$ cat config.mk
export PLATFORM = sky130hd
export DESIGN_NAME = pe_array_seq
export DESIGN_NICKNAME = d
export VERILOG_FILES = /design/src/rtl/pe_array_seq.sv
export SDC_FILE = /design/constraint.sdc
export NUM_CORES = 1
export LEC_CHECK = 0
export CAP_MARGIN = 20
export CORE_ASPECT_RATIO = 0.5
export CORE_UTILIZATION = 41
export CTS_CLUSTER_DIAMETER = 50
export DETAILED_ROUTE_END_ITERATION = 8
export MAX_ROUTING_LAYER = met4
export PLACE_DENSITY = 0.82
export SYNTH_ARGS = -nofsm -noshare
export SYNTH_HDL_FRONTEND = slang
export SYNTH_SLANG_ARGS = --single-unit
$ cat constraint.sdc
create_clock -name clk -period 3 [get_ports clk]
set_input_delay 0.6 -clock clk [delete_from_list [all_inputs] [get_ports clk]]
set_output_delay 0.6 -clock clk [all_outputs]
set_load 0.005 [all_outputs]
$ cat src/rtl/pe_array_seq.sv
// Tile sequencer for pe_array_8x8: streams A/B words from the tile buffers, runs compute, drains C into the result buffer.
// Optional watchdog on the wait states is enabled by defining PE_SEQ_TIMEOUT_EN.
module pe_array_seq #(
  parameter int SIDE           = 8,
  parameter int ELEM_BITS      = 8,
  parameter int ACC_BITS       = 32,
  parameter int K_CYCLES       = 8,
  parameter int ADDR_W         = 16,
  parameter int TIMEOUT_CYCLES = 4096
) (
  input  logic                clk,
  input  logic                rst,
  input  logic                cmd_valid,
  output logic                cmd_ready,
  input  logic [ADDR_W-1:0]   cmd_a_base,
  input  logic [ADDR_W-1:0]   cmd_b_base,
  input  logic [ADDR_W-1:0]   cmd_c_base,
  output logic                a_rd_en,
  output logic [ADDR_W-1:0]   a_rd_addr,
  input  logic [31:0]         a_rd_data,
  output logic                b_rd_en,
  output logic [ADDR_W-1:0]   b_rd_addr,
  input  logic [31:0]         b_rd_data,
  output logic                arr_a_ld_start,
  output logic                arr_b_ld_start,
  output logic                arr_a_ld_valid,
  output logic                arr_b_ld_valid,
  output logic [31:0]         arr_a_ld_data,
  output logic [31:0]         arr_b_ld_data,
  input  logic                arr_ld_done,
  output logic                arr_start,
  output logic                arr_acc_clr,
  input  logic                arr_done,
  output logic                arr_c_drain_req,
  input  logic                arr_c_valid,
  input  logic [ACC_BITS-1:0] arr_c_data,
  input  logic                arr_c_last,
  output logic                c_wr_en,
  output logic [ADDR_W-1:0]   c_wr_addr,
  output logic [ACC_BITS-1:0] c_wr_data,
  output logic                busy,
  output logic                done,
  output logic                err
);
  localparam int NW = SIDE * K_CYCLES / 4;
  localparam int NC = SIDE * SIDE;
  localparam int LW = $clog2(NW + 1);
  localparam int CW = $clog2(NC + 1);

  if (((SIDE * K_CYCLES) % 4 != 0) || (ELEM_BITS * 4 != 32) || (TIMEOUT_CYCLES < 1)) begin : g_cfg_err
    $error("pe_array_seq: unsupported parameter set");
  end

  typedef enum logic [2:0] {IDLE, LD, LD_WAIT, RUN, WAIT_DONE, DRAIN_REQ, DRAIN, FIN} state_t;

  state_t            state, state_nxt;
  logic [ADDR_W-1:0] a_base, b_base, c_base;
  logic [LW-1:0]     ld_cnt;
  logic [CW-1:0]     c_idx;
  logic              ld_vld;
  logic              err_set;
  logic              timeout;

`ifdef PE_SEQ_TIMEOUT_EN
  localparam int WDW = $clog2(TIMEOUT_CYCLES + 1);
  logic [WDW-1:0] wd_cnt;
  logic           wait_st;

  assign wait_st = (state == LD_WAIT) || (state == WAIT_DONE) || (state == DRAIN);
  // a C beat in the cycle the limit is hit still counts as progress
  assign timeout = wait_st && (wd_cnt == WDW'(TIMEOUT_CYCLES - 1)) &&
                   !((state == DRAIN) && arr_c_valid);

  always_ff @(posedge clk) begin
    if (rst || (state != state_nxt) || ((state == DRAIN) && arr_c_valid)) wd_cnt <= '0;
    else if (wait_st)                                                     wd_cnt <= wd_cnt + WDW'(1);
  end
`else
  assign timeout = 1'b0;
`endif

  always_comb begin
    state_nxt       = state;
    err_set         = 1'b0;
    arr_c_drain_req = 1'b0;
    case (state)
      IDLE:      if (cmd_valid) state_nxt = LD;
      LD:        if (ld_cnt == LW'(NW - 1)) state_nxt = LD_WAIT;
      LD_WAIT:   if (arr_ld_done) state_nxt = RUN;
      RUN:       state_nxt = WAIT_DONE;
      WAIT_DONE: if (arr_done) state_nxt = DRAIN_REQ;
      DRAIN_REQ: begin
        arr_c_drain_req = 1'b1;
        state_nxt       = DRAIN;
      end
      DRAIN: begin
        if (arr_c_valid) begin
          if (arr_c_last) begin
            state_nxt = FIN;
            err_set   = (c_idx != CW'(NC - 1));
          end else if (c_idx == CW'(NC - 1)) begin
            state_nxt = FIN;
            err_set   = 1'b1;
          end
        end
      end
      FIN:       state_nxt = IDLE;
      default:   state_nxt = IDLE;
    endcase
    if (timeout) begin
      err_set   = 1'b1;
      state_nxt = FIN;
      if (state == WAIT_DONE) arr_c_drain_req = 1'b1;
    end
  end

  // gating cmd_ready with rst keeps every output low while reset is held
  assign cmd_ready      = (state == IDLE) && !rst;
  assign busy           = (state != IDLE);
  assign done           = (state == FIN);
  assign a_rd_en        = (state == LD);
  assign b_rd_en        = (state == LD);
  assign a_rd_addr      = a_rd_en ? a_base + ADDR_W'(ld_cnt) : '0;
  assign b_rd_addr      = b_rd_en ? b_base + ADDR_W'(ld_cnt) : '0;
  assign arr_a_ld_start = (state == LD) && (ld_cnt == '0);
  assign arr_b_ld_start = arr_a_ld_start;
  assign arr_a_ld_valid = ld_vld;
  assign arr_b_ld_valid = ld_vld;
  assign arr_a_ld_data  = ld_vld ? a_rd_data : '0;
  assign arr_b_ld_data  = ld_vld ? b_rd_data : '0;
  assign arr_start      = (state == RUN);
  assign arr_acc_clr    = arr_start;

  always_ff @(posedge clk) begin
    if (rst) begin
      state     <= IDLE;
      a_base    <= '0;
      b_base    <= '0;
      c_base    <= '0;
      ld_cnt    <= '0;
      ld_vld    <= 1'b0;
      c_idx     <= '0;
      c_wr_en   <= 1'b0;
      c_wr_addr <= '0;
      c_wr_data <= '0;
      err       <= 1'b0;
    end else begin
      state   <= state_nxt;
      ld_vld  <= (state == LD);
      ld_cnt  <= (state == LD) ? ld_cnt + LW'(1) : '0;
      c_wr_en <= 1'b0;
      if ((state == IDLE) && cmd_valid) begin
        a_base <= cmd_a_base;
        b_base <= cmd_b_base;
        c_base <= cmd_c_base;
        err    <= 1'b0;
      end else if (err_set) begin
        err <= 1'b1;
      end
      if (state != DRAIN) begin
        c_idx <= '0;
      end else if (arr_c_valid) begin
        c_wr_en   <= 1'b1;
        c_wr_addr <= c_base + ADDR_W'(c_idx);
        c_wr_data <= arr_c_data;
        c_idx     <= c_idx + CW'(1);
      end
    end
  end
endmodule

Word-level counts from Yosys, hierarchy flattened
Cells that the tools add are included.

cells by class
  $add $sub $neg = 5
  eq/ne operators = 17
  bitwise logic cells = 2
  mux-type cells = 18
  reduce and logical (&&, ||, !) cells = 12

operator list
  kind                                                                   count
  32-bit 2-to-1 mux                                                      2
  16-bit by 5-bit adder with 16-bit output                               2
  16-bit 2-to-1 mux                                                      2
  3-bit case mux with 8 select lines                                     1
  3-bit 2-to-1 mux                                                       7
  16-bit by 7-bit adder with 16-bit output                               1
  3-bit equality test, second input constant                             4
  2-bit != test, second input constant                                   4
  7-bit by 1-bit adder with 7-bit output, second input constant          1
  7-bit by 6-bit equality test with 1-bit output, second input constant  1
  7-bit by 6-bit != test with 1-bit output, second input constant        1
  3-bit by 2-bit equality test with 1-bit output, second input constant  2
  1-bit 2-to-1 mux                                                       6
  3-bit != test, second input constant                                   2
  6-bit AND reduction                                                    1
  2-bit OR reduction                                                     3
  5-bit by 1-bit adder with 5-bit output, second input constant          1
  5-bit by 4-bit equality test with 1-bit output, second input constant  1
  5-bit zero test                                                        1
  3-bit by 1-bit equality test with 1-bit output, second input constant  1
  1-bit logical AND                                                      3
  3-bit zero test                                                        1
  3-bit nonzero test                                                     1
  2-bit by 1-bit != test with 1-bit output, second input constant        1
  other kinds (3)                                                        4

word-level totals
  register bits = 114
  input port bits = 151
  word-level logic and storage cells = 65

Logic depth before layout (Yosys ltp)
Gate-level depths: netlist of run 1.

  depth in word-level cells = 5
  depth in mapped cells = 8

Least setup slack after synthesis of run 1
Ideal clock, no wire load.

  kind = reg2out
  from = reg ld_cnt[0]
  to = out a_rd_addr[10]
  path buffers = 0
  slack = 474 ps
  stages on the path, launching flop included = 9
  arrival = 1926 ps
  data required time = 2400 ps
  path through = dfxtp_1 > ha_1 > inv_1 > fa_1 > nor2b_1 > o21a_1 > o21ai_1 > a2111o_1 > o21ai_0

on the way
  cells in the longest elaborated chain, start to end = 2

ends and longest elaborated chain
  what                                      RTL line  source
  start, declared                           58        logic [LW-1:0] ld_cnt;
  start signal, assigned                    150       ld_cnt <= (state == LD) ? ld_cnt + LW'(1) : '0;
  16-bit by 5-bit adder with 16-bit output  123       assign a_rd_addr = a_rd_en ? a_base + ADDR_W'(ld_cnt) : '0;
  16-bit 2-to-1 mux                         123
  end, declared                             19        output logic [ADDR_W-1:0] a_rd_addr,

No other way between the ends.

Final worst setup path of run 1
  from = reg ld_cnt[0]
  to = out b_rd_addr[10]

on the way
  cells in the longest elaborated chain, start to end = 2

ends and longest elaborated chain
  what                                      RTL line  source
  16-bit by 5-bit adder with 16-bit output  124       assign b_rd_addr = b_rd_en ? b_base + ADDR_W'(ld_cnt) : '0;
  16-bit 2-to-1 mux                         124
  end, declared                             22        output logic [ADDR_W-1:0] b_rd_addr,

No other way between the ends.

==> flow_summary.yaml, run 1 <==
floorplanning:
  die_h_um: 88.2
  core_area_mm2: 0.0145
  start_util_pct: 42.1
  rows: 31
  fp.dieArea_mm2: 0.0154
  pin_count: 309
  die_w_um: 174
routing:
  firstDrtPassIters: 6
  drc: 0
  num_vias: 7037
  wl_um: 21500
  via_per_inst: 5.31
  first_iter_violations: 421
  ant_nets: 0
  drt-wirelength-per-cell_um: 16.2
timing:
  rsz0062_at_grt: "yes"
  layout_setup_ws_ns: -0.0650
  maxSlewHeadroom_pct: 61.6
  finalHoldViolations: 0
  maxSlewViolCount: 0
  fin_hold_ws_ns: 0.453
  finalClockSkew_ns: 0.00832
  max_slew.worst_pin.slew_ns: 0.572
  period_minus_slack_ns: 3.07
  max_clock_freq_mhz: 326
  post-route-period-util_pct: 102
  setup_viol: 6
critical_path:
  ff2ff_path_depth: 8
  r2r_start: "c_idx[0]$_SDFFE_PP0P_"
  worstSetupPathType: "reg2out"
  r2r_slack_ns: 0.76
  startpoint_type: "register"
  critical_path.startpoint: "ld_cnt[0]$_SDFF_PP0_"
  required_ns: 2.40
  crit_path_end: "b_rd_addr[10]"
  end_kind: "output port"
  cp_max_fo: 4
  reg2reg_to: "c_wr_addr[14]$_SDFFE_PP0P_"
  crit_arrival_ns: 2.47
yosys:
  synth_cells: 808
  ys_ff_latch: 114
  synth_top_area_cell: "dfxtp_1"
  syn-cell-area_mm2: 0.00609
  yosysWarnings: 0
  synth_edf_count: 0
  async_flop_share_pct: 0
  synth_ff_type: "dfxtp_1"
  netlist_top_cells_count: "nand2_1, dfxtp_1, a21oi_1, and2_1, clkbuf_1"
  syn_nets: 984
  synth_cell_types: 45
  synthMostInstantiatedCell: "nand2_1"
  synth_area_leaders: "dfxtp_1, nand2_1, a21oi_1"
  avgSynthCellArea_um2: 7.54
  yosysSeqAreaShare_pct: 37.5
  yosys.area.top_type_share_pct: 37.5
final_layout:
  num_antenna_cells: 0
  drive_gt1_share_pct: 12.2
  fin_cells: 1325
  final_util_pct: 71.2
  finalNetCount: 1290
  final_cell_area_mm2: 0.0103
  area_growth_pct: 69.2
  multi_input_area_mm2: 0.00368
  nFillCells: 1054
  regArea_mm2: 0.00230
placement:
  place_ws_ns: -0.191
  place.port_buffers: 308
  globalplace.congestion: 0.947
  dp_hpwl_um: 14800
  place_inst: 1279
  place_area_mm2: 0.00934
cts:
  clock_latency_ns: 0.42
  clk_path_buf_depth: 2
  cts_tree: "yes"
  h-tree-depth: 4
  cts_buffers: 17
  ctsRootBufferMaster: "clkbuf_16"
  clock-sinks: 114
  clk_pin_slew_worst_paths_ns: 0.05
grt:
  grt_pass1_vias: 6503
  gr-total-overflow: 0
  grt_max_degree: 67
  antenna_found_initial: 0
  grt_pass1_wl_um: 31700
  grt_util_all_layers_pct: 26.6
pwr:
  powerDensity_mw_per_mm2: 444
  leakagePower_uw: 0.00385
  ir_worst_vdd_v: 0.000407
run:
  drv_cap: 0
hold_path:
  min_path_type: "reg2reg"
status:
  violations: "setup timing"
  status: "complete, but fails checks"
-- final cells by class --
class | instances | share of cell area (%)
multi-input combinational | 618 | 35.7
timing repair buffer | 344 | 32.2
sequential | 114 | 22.3
clock buffer | 18 | 4.26
tap | 198 | 2.40
clock inverter | 14 | 2.39
inverter | 19 | 0.692
-- critical path: stages, from the launching register on --
cell      delay [ns]
dfxtp_4         0.38
ha_4            0.14
inv_2           0.04
fa_2            0.39
nor2b_2         0.14
o21a_1          0.19
o21ai_4         0.09
buf_6           0.14
a2111o_1        0.35
o21ai_1         0.08
buf_2           0.13
-- where the power goes --
| part | leakage (uW) | switching, uW | internal [uW] |
|---|---|---|---|
| registers | 0.000931 | 54.0 | 1560 |
| logic | 0.00258 | 237 | 350 |
| clock network | 0.000337 | 776 | 1600 |
-- stage by stage --
step | total power [uW] | TNS, ns
after floorplan | 1840 | 0
after global placement | 2190 | -0.375
after detailed placement | 2200 | -0.835
after CTS | 4560 | -1.57
after global routing | 4720 | -0.864
final | 4570 | -0.209
-- how the worst min path moves through the flow --
stage,start,end,slack (ns),depth (start not counted)
after global routing,c_wr_data[22]$_SDFFE_PP0P_,c_wr_data[22]$_SDFFE_PP0P_,0.47,2
after floorplan,a_base[0]$_SDFFE_PP0P_,a_base[0]$_SDFFE_PP0P_,0.44,2
after CTS,c_wr_data[17]$_SDFFE_PP0P_,c_wr_data[17]$_SDFFE_PP0P_,0.46,2
after global placement,c_wr_data[23]$_SDFFE_PP0P_,c_wr_data[23]$_SDFFE_PP0P_,0.44,2
final,c_wr_addr[3]$_SDFFE_PP0P_,c_wr_addr[3]$_SDFFE_PP0P_,0.45,2
after detailed placement,c_wr_data[22]$_SDFFE_PP0P_,c_wr_data[22]$_SDFFE_PP0P_,0.45,2
-- cells by family (layout without fill, tap and decap cells) --
group / Yosys count / in the layout / synth area share [%]
AOI/OAI and AO/OA: 185 / 185 / 17.4
xor gates and xnor gates: 17 / 17 / 2.45
adders and majority gates: 25 / 25 / 5.51
buffers and inverters: 76 / 395 / 5.55
DFF: 114 / 114 / 37.5
muxes: 7 / 7 / 1.36
and+or+nand+nor: 384 / 384 / 30.2
-- what timing repair did --
item | CTS | global route
pin swaps | 10 | 21
gates resized for setup | 74 | 62
setup buffers | 10 | 3
gates cloned | 0 | 1
endpoints found under the hold margin | 0 | 0
endpoints found under the setup margin | 24 | 28
hold buffers | 0 | 0
-- cells in the final DEF (no fill, tap or decap), drive strengths merged, types with 6 or more instances in the layout --
cell	synthesis	layout
and3	8	8
buf	15	49
ha	22	22
xor2	14	14
clkbuf	42	22
inv	19	25
nand3	18	18
a211oi	9	9
a2111o	6	6
or3	12	12
and4	7	7
clkdlybuf4s50	0	283
nand2	193	193
bufinv	0	6
nor3	16	16
nor2b	8	8
dfxtp	114	114
mux2i	6	6
o21ai	30	30
o31ai	9	9
nor2	33	33
and2	67	67
a21oi	111	111
nand4	9	9
-- registers in the layout, indices dropped and copies added (netlist names), 3 cells and up --
| register | cells |
|---|---|
| c_base | 16 |
| c_wr_data | 32 |
| c_wr_addr | 16 |
| a_base | 16 |
| state | 3 |
| c_idx | 7 |
| b_base | 16 |
| ld_cnt | 5 |
-- routing by layer --
| layer | global-route usage [%] | share of wire (%) |
|---|---|---|
| met5 | - | 0 |
| met4 | 13.3 | 3.7 |
| met3 | 5.03 | 5.2 |
| met2 | 49.4 | 52 |
| met1 | 27.4 | 39 |
Power figures use the tool's default switching activity.
==> inputs of run 2 (changes only) <==
Settings changed: GPL_TIMING_DRIVEN from default to 0.
==> run 2 against run 1 <==
  * The run still ends with setup timing left
  * Critical path depth rose by 2
  * First-iteration DRC count rose by 38%
  * Final area grew 1.7%
  * Non-clock buffer count up 47
==> flow_summary.yaml, run 2 (synthesized netlist as in run 1, its figures left out) <==
status:
  status: "complete, but fails checks"
  violations: "setup timing"
cts:
  clock-sinks: 114
  ctsRootBufferMaster: "clkbuf_16"
  h-tree-depth: 4
  cts_tree: "yes"
  cts_buffers: 17
  clk_path_buf_depth: 2
  clk_pin_slew_worst_paths_ns: 0.06
  clock_latency_ns: 0.42
  hold_buffers: 0
hold_path:
  hold_path_end: "c_wr_data[30]$_SDFFE_PP0P_"
  min_path_type: "reg2reg"
  hp-start: "c_wr_data[30]$_SDFFE_PP0P_"
  hold_path_depth: 2
pwr:
  power_uw: 4140
  switchingPower_uw: 1110
  power.share.combinational_pct: 15.2
  switching_share_pct: 26.8
  power_frac_seq_pct: 39.0
  powerDensity_mw_per_mm2: 395
  ir_worst_vdd_v: 0.000379
  leakagePower_uw: 0.00391
  p_clk_share_pct: 45.8
  p_int_uw: 3030
grt:
  grt_max_degree: 17
  gr-total-overflow: 0
  grt_pass1_wl_um: 34300
  grt_pass1_vias: 7023
  grt_util_all_layers_pct: 29.0
  antenna_found_initial: 0
timing:
  period_minus_slack_ns: 3.23
  setup_viol: 13
  layout_setup_ws_ns: -0.235
  finalHoldViolations: 0
  rsz0062_at_grt: "yes"
  maxSlewHeadroom_pct: 54.1
  finalClockSkew_ns: 0.0105
  post-route-period-util_pct: 108
  maxSlewViolCount: 0
  max_clock_freq_mhz: 309
  max_slew.worst_pin.slew_ns: 0.688
critical_path:
  startpoint_type: "register"
  cp_max_fo: 6
  cpPeakStageDelay_ns: 0.39
  crit_arrival_ns: 2.63
  reg2reg_to: "c_wr_addr[14]$_SDFFE_PP0P_"
  worstSetupPathType: "reg2out"
  end_kind: "output port"
  r2r_start: "c_idx[0]$_SDFFE_PP0P_"
  required_ns: 2.40
  ff2ff_path_depth: 8
  r2r_slack_ns: 0.83
  worstPathCellList: "buf_12 -> ha_4 -> inv_2 -> fa_2 -> nor2b_2 -> o21a_1 -> o21ai_4 -> buf_6 -> buf_4 -> a21oi_2 -> o21ai_1 -> buf_2"
  crit_slowest_cell: "dfxtp_4"
final_layout:
  regMostFlops: "c_wr_data"
  finalNetCount: 1337
  nFillCells: 1016
  drive_gt1_share_pct: 14.7
  area_growth_pct: 72.0
  final_util_pct: 72.4
  fin_cells: 1372
  largest_reg_flops: 32
  num_antenna_cells: 0
  layout_common_cells: "clkdlybuf4s50_1, nand2_1, a21oi_1, dfxtp_1, and2_1"
  final_common_cell: "clkdlybuf4s50_1"
floorplanning:
  start_util_pct: 42.1
  die_w_um: 174
  fp.dieArea_mm2: 0.0154
  core_area_mm2: 0.0145
  rows: 31
  pin_count: 309
  die_h_um: 88.2
placement:
  place_inst: 1312
  place.port_buffers: 306
  globalplace.congestion: 0.934
  dp_hpwl_um: 15900
routing:
  wl_um: 23900
  via_per_inst: 5.45
  firstDrtPassIters: 8
  drc: 0
  drt-wirelength-per-cell_um: 17.4
  num_vias: 7476
  ant_nets: 0
  first_iter_violations: 583
run:
  drv_cap: 0
==> run 2: cell count changes in the layout (fill, tap and decap cells not counted), moves of 3 or more <==
cell,delta
a21oi_1,-5
a21oi_2,+5
buf_2,+6
buf_4,+5
buf_6,-5
bufinv_16,-6
clkbuf_1,+38
clkbuf_2,+3
clkbuf_8,+3
clkdlybuf4s50_1,-5
clkinvlp_4,+6
dfxtp_1,-7
dfxtp_4,+6
==> run 2: worst max-delay path by stage <==
| stage | startpoint | end | slack, ns | cells past startpoint |
|---|---|---|---|---|
| floorplan | ld_cnt[0]$_SDFF_PP0_ | a_rd_addr[10] | 0.47 | 8 |
| global placement | ld_cnt[0]$_SDFF_PP0_ | b_rd_addr[12] | -0.27 | 9 |
| detailed placement | ld_cnt[0]$_SDFF_PP0_ | b_rd_addr[12] | -0.34 | 9 |
| CTS | ld_cnt[2]$_SDFF_PP0_ | a_rd_addr[9] | -0.15 | 8 |
| global route | ld_cnt[0]$_SDFF_PP0_ | a_rd_addr[10] | -0.26 | 12 |
| finish | ld_cnt[0]$_SDFF_PP0_ | a_rd_addr[10] | -0.23 | 12 |
==> run 2: final cells by class <==
cell class	instances	area (um^2)	area share, %
Multi-Input combinational cell	618	3770	36.0
Tap cell	198	248	2.37
Clock inverter	13	103	0.980
Clock buffer	19	453	4.32
Inverter	19	73.8	0.705
Sequential cell	114	2330	22.2
Timing Repair Buffer	335	3210	30.6
Buffer	56	290	2.77
==> run 2: through the flow <==
step	cell area, um^2	hold slack [ns]	setup WS, ns	setup TNS (ns)
5_1_grt	10500	0.470	-0.262	-2.37
6_report	10500	0.454	-0.235	-1.54
3_3_place_gp	9400	0.441	-0.269	-2.26
4_1_cts	10300	0.453	-0.152	-0.290
3_5_place_dp	9400	0.445	-0.339	-3.08
2_1_floorplan	6090	0.441	0.474	0
==> run 2: what timing repair did <==
item                       in CTS  in global routing
pin swaps                      21                 22
setup endpoints to repair      37                 26
setup buffers                  19                  9
resized for setup             135                 56
gates cloned                    1                  0
==> run 2: worst max-delay path, delay by kind of cell (launching register included) <==
| kind | cells | cell delay (ns) |
|---|---|---|
| AO/OA/AOI/OAI | 4 | 0.57 |
| adder cells (fa/ha/maj) | 2 | 0.51 |
| buffers and inverters | 5 | 0.58 |
| flip-flops | 1 | 0.39 |
| AND/OR/NAND/NOR | 1 | 0.16 |
==> run 2: per-layer routing <==
layer  global-route usage (%)  part of all wire [%]  up-vias
met5                        -                     0        -
met4                     17.9                   5.5        0
li1                         -                     -     3450
met1                     30.3                    37     3457
met3                     6.29                   6.9      140
met2                     51.4                    50      429
==> run 2: power groups by stage <==
stage | clock [uW] | combinational (uW) | sequential, uW
after floorplan | 0 | 217 | 1620
after global placement | 0 | 563 | 1640
after detailed placement | 0 | 575 | 1640
after CTS | 1890 | 597 | 1610
after global routing | 1950 | 682 | 1620
final | 1900 | 631 | 1610
